File: config.mk
export PLATFORM = sky130hd
export DESIGN_NAME = updi_double_break
export DESIGN_NICKNAME = d
export VERILOG_FILES = /design/src/rtl/updi_double_break.sv
export SDC_FILE = /design/constraint.sdc
export NUM_CORES = 1
export LEC_CHECK = 0
export CORE_MARGIN = 3
export CORE_UTILIZATION = 45
export CTS_CLUSTER_DIAMETER = 30
export DETAILED_ROUTE_END_ITERATION = 8
export DONT_BUFFER_PORTS = 1
export PLACE_DENSITY_LB_ADDON = 0.2
export SETUP_SLACK_MARGIN = 0.02
export SLEW_MARGIN = 40
export SYNTH_ARGS = -nofsm -noshare
export SYNTH_HDL_FRONTEND = slang
export SYNTH_SLANG_ARGS = --single-unit
File: constraint.sdc
create_clock -name clk -period 2.9 [get_ports clk]
set_input_delay 0.58 -clock clk [delete_from_list [all_inputs] [get_ports clk]]
set_output_delay 0.58 -clock clk [all_outputs]
set_load 0.01 [all_outputs]
File: src/rtl/updi_double_break.sv
// UPDI double-break generator: holds the UPDI line low twice, with high gaps,
// to reset the target's UPDI PHY. RX is masked so break echoes are not decoded.
//
// state   | meaning
// --------+------------------------------------------------------
// IDLE    | line follows UART TX, waiting for start
// WAIT_TX | start accepted, letting an in-flight UART frame finish
// BREAK1  | first break, line forced low
// GAP     | line forced high between the breaks
// BREAK2  | second break, line forced low
// RECOVER | line forced high before handing back to the UART
module updi_double_break #(
  parameter int BREAK_CYCLES    = 295200,
  parameter int GAP_CYCLES      = 12000,
  parameter int RECOVERY_CYCLES = 12000,
  parameter int CNT_BITS = $clog2((BREAK_CYCLES > GAP_CYCLES ?
                                   (BREAK_CYCLES > RECOVERY_CYCLES ? BREAK_CYCLES : RECOVERY_CYCLES) :
                                   (GAP_CYCLES > RECOVERY_CYCLES ? GAP_CYCLES : RECOVERY_CYCLES))) + 1
) (
  input  logic clk,
  input  logic rst,
  input  logic start,
  input  logic abort,
  output logic busy,
  output logic done,
  input  logic uart_tx_in,
  input  logic uart_tx_idle,
  output logic updi_tx_out,
  output logic rx_mask
);

  typedef enum logic [2:0] {
    IDLE    = 3'd0,
    WAIT_TX = 3'd1,
    BREAK1  = 3'd2,
    GAP     = 3'd3,
    BREAK2  = 3'd4,
    RECOVER = 3'd5
  } state_t;

  localparam logic [CNT_BITS-1:0] BREAK_LOAD    = CNT_BITS'(BREAK_CYCLES - 1);
  localparam logic [CNT_BITS-1:0] GAP_LOAD      = CNT_BITS'(GAP_CYCLES - 1);
  localparam logic [CNT_BITS-1:0] RECOVERY_LOAD = CNT_BITS'(RECOVERY_CYCLES - 1);

  state_t              state;
  logic [CNT_BITS-1:0] cnt;
  logic                cnt_zero;

  assign cnt_zero = (cnt == '0);

  always_ff @(posedge clk) begin
    if (rst) begin
      state <= IDLE;
      cnt   <= '0;
      done  <= 1'b0;
    end else if (abort && state != IDLE) begin
      // abort beats a phase expiring in the same cycle
      state <= IDLE;
      cnt   <= '0;
      done  <= 1'b0;
    end else begin
      done <= 1'b0;
      case (state)
        IDLE: begin
          if (start) state <= WAIT_TX;
        end
        WAIT_TX: begin
          if (uart_tx_idle) begin
            state <= BREAK1;
            cnt   <= BREAK_LOAD;
          end
        end
        BREAK1: begin
          if (cnt_zero) begin
            state <= GAP;
            cnt   <= GAP_LOAD;
          end else begin
            cnt <= cnt - CNT_BITS'(1);
          end
        end
        GAP: begin
          if (cnt_zero) begin
            state <= BREAK2;
            cnt   <= BREAK_LOAD;
          end else begin
            cnt <= cnt - CNT_BITS'(1);
          end
        end
        BREAK2: begin
          if (cnt_zero) begin
            state <= RECOVER;
            cnt   <= RECOVERY_LOAD;
          end else begin
            cnt <= cnt - CNT_BITS'(1);
          end
        end
        RECOVER: begin
          if (cnt_zero) begin
            state <= IDLE;
            done  <= 1'b1;
          end else begin
            cnt <= cnt - CNT_BITS'(1);
          end
        end
        default: begin
          state <= IDLE;
          cnt   <= '0;
        end
      endcase
    end
  end

  assign busy    = (state != IDLE);
  assign rx_mask = busy;

  // only the registered state selects the override, so transitions cannot glitch
  always_comb begin
    updi_tx_out = uart_tx_in;
    case (state)
      BREAK1, BREAK2: updi_tx_out = 1'b0;
      GAP, RECOVER:   updi_tx_out = 1'b1;
      default:        updi_tx_out = uart_tx_in;
    endcase
  end

endmodule

==> run metrics <==
Synth area leader dfxtp_1; Via density 7.04; Async SR Flop Fraction 0; root buf cell clkbuf_8; Die Span Y 68.3 um; arrival time worst endpoint 2.82 ns; CP Cell Sequence inv_1 -> ha_1 -> or3b_2 -> or2_1 -> or4_1 -> a21oi_2 -> a211o_1; Fin Clk Skew 0.00400 ns; post-place instance area 1820 um^2; FF-to-FF setup slack 0.30 ns; first-pass GRT wire length 8380 um; post-route ant nets 0; Req. time, crit path 3.13 ns; final setup TNS 0 ns; drt drc 0; ant diodes 0; CP bufs+invs 1; clk_lat worst skew 0.28 ns; outcome complete, no violations; post-route cell area 1890 um^2; Max Slew Vio Count 0; CTS tree yes; Iter 0 DRT Violations 257; Fmax achieved 385 MHz; Syn Nets 222; Adder-Cell Fraction of Synth Area 0.0143; H-Tree Depth 1; dpl ws 0.364 ns; routed wire length 5140 um; grt ovf 0; Crit Path Class reg2reg; final hold vios 0; detailed placer's ending HPWL 3770 um; slowest CP cell or4_1; synthesized area 1740 um^2; CP top delay family simple AND/OR/NAND/NOR gates; largest family of logic cells by synthesized area simple AND/OR/NAND/NOR gates; num rows 21; total CTS buffers 3; crit path time final 2.60 ns; WL/cell 19.3 um; GPL Wtd Cong 0.970; final setup fails 0; Vias 1873; worst-case clock buffer depth 2; number of cells on the critical path 7; PnR worst setup slack 0.303 ns; CTS Hold Bufs 0; initial antenna violation count 0; Netlist cell types 62; Die Area 4660 um^2; simple-gate portion of the synthesized area 0.311; width of the die 68.3 um; Sink Count 24; GRT Overall Usage 0.243; Worst slew margin 0.439; Hold WC Path Type reg2reg; Final Cycle Share 0.896; proportion of synthesized area in mux cells 0.0179; Synth Area in XOR/XNOR 0.0301; post-CTS setup repair buffer count 0; drt first pass iters 5; Cells after Synth 214; # IOs 10; CP peak stage delay 0.59 ns; ratio of cells with drive above 1 in the final layout 0.136; Initial Util 0.495; share of the synthesized area in the top cell type 0.275; critical path endpoint category register; Core Area 3520 um^2; vias in the first global route 1682; Resized cells post-CTS 0; RSZ-0062 raised after global routing no; Port Buffers 0; largest net degree at the start of global routing 23; Worst-path clk slew 0.10 ns; final layout net count 229; Yosys reg bits 24; Worst R2R Path Depth 7; sequential share of the synthesized area 0.275; ys flop type dfxtp_1; yosys warns 0; Synth-to-Final Area Change 8.54%; Synth Area in Compound Gates 0.292; Startpoint Class register; Max Cap Viol 0; largest cells by area after synthesis dfxtp_1, a21oi_1, nand2_1, a211o_1, or4_1; Post-synth EDFFs 0; worst-path maximum fanout 11; worst-margin pin slew 0.837 ns; final hold slack 0.479 ns; Avg Inst Size Synth 8.15 um^2; WHS Path Cells 2
per-layer routing:
metal / vias up / global-route usage / share of wire
met1: 892 / 0.334 / 0.43
met3: 17 / 0.0328 / 0.086
li1: 847 / - / -
met5: - / 0 / 0
met4: 0 / 0.109 / 0.029
met2: 117 / 0.375 / 0.45
cell families (layout without fill, tap and decap cells):
group | after synthesis | count (layout)
adder cells (fa/ha/maj) | 2 | 2
XOR/XNOR | 6 | 6
flip-flops | 24 | 24
AND/OR/NAND/NOR | 91 | 91
buffers and inverters | 19 | 25
AO/OA/AOI/OAI | 69 | 69
multiplexers | 3 | 3
area by class of cell:
class,instances,area [um^2]
clock buffers,3,41.3
well taps,46,57.6
repair buffers,12,90.1
inverters,9,33.8
clock inverters,1,30.0
flip-flops and latches,24,480
multi-input cells,171,1160
fillers,355,1630
path summary, 6_finish.rpt:
check / from / to
max reg2reg: cnt[0]$_SDFFE_PP0P_ / cnt[18]$_SDFFE_PP0P_
min: cnt[9]$_SDFFE_PP0P_ / cnt[9]$_SDFFE_PP0P_
max: cnt[0]$_SDFFE_PP0P_ / cnt[18]$_SDFFE_PP0P_
min reg2reg: cnt[9]$_SDFFE_PP0P_ / cnt[9]$_SDFFE_PP0P_
cell usage after synthesis (3+ instances only):
library cell  number
or4_1              6
or3_1              7
o22ai_1            6
nor2b_1            3
nor2_1            11
nand2b_1           4
a211o_1            6
a311oi_1           3
dfxtp_1           24
a21oi_1           11
nand3_1            8
o211ai_1           3
o21a_1             3
nor4_1             6
a31oi_1            5
inv_1              9
nor3_1             8
o31ai_1            5
xnor2_1            5
nand2_1           14
nor4b_1            3
nor3b_1            3
clkbuf_1           5
o21ai_0            8
metrics by stage:
stage                     cells   util
after floorplan             214      -
after global placement      262  0.517
after detailed placement    262  0.517
after CTS                   266  0.538
after global routing        266  0.538
final                       266  0.538
cells in the final DEF (no fill, tap or decap), types with 7 or more instances in the layout:
cell type  synthesis  layout
o21ai_0            8       8
nand2_1           14      14
inv_1              9       9
dfxtp_1           24      24
nor3_1             8       8
or3_1              7       7
buf_4              1      12
nor2_1            11      11
nand3_1            8       8
a21oi_1           11      11
worst reg2reg max path, cell delays in order, from the launching register on:
cell and delay [ns]:
dfxtp_1 0.36, inv_1 0.13, ha_1 0.17, or3b_2 0.47, or2_1 0.41, or4_1 0.59, a21oi_2 0.25, a211o_1 0.15
flip-flops by register name, summed over array words and instances (netlist names):
register / flops
state: 3
done: 1
cnt: 20
Power is not shown: default switching activity piles up to over one toggle a cycle in this logic, so the estimate is an artifact.
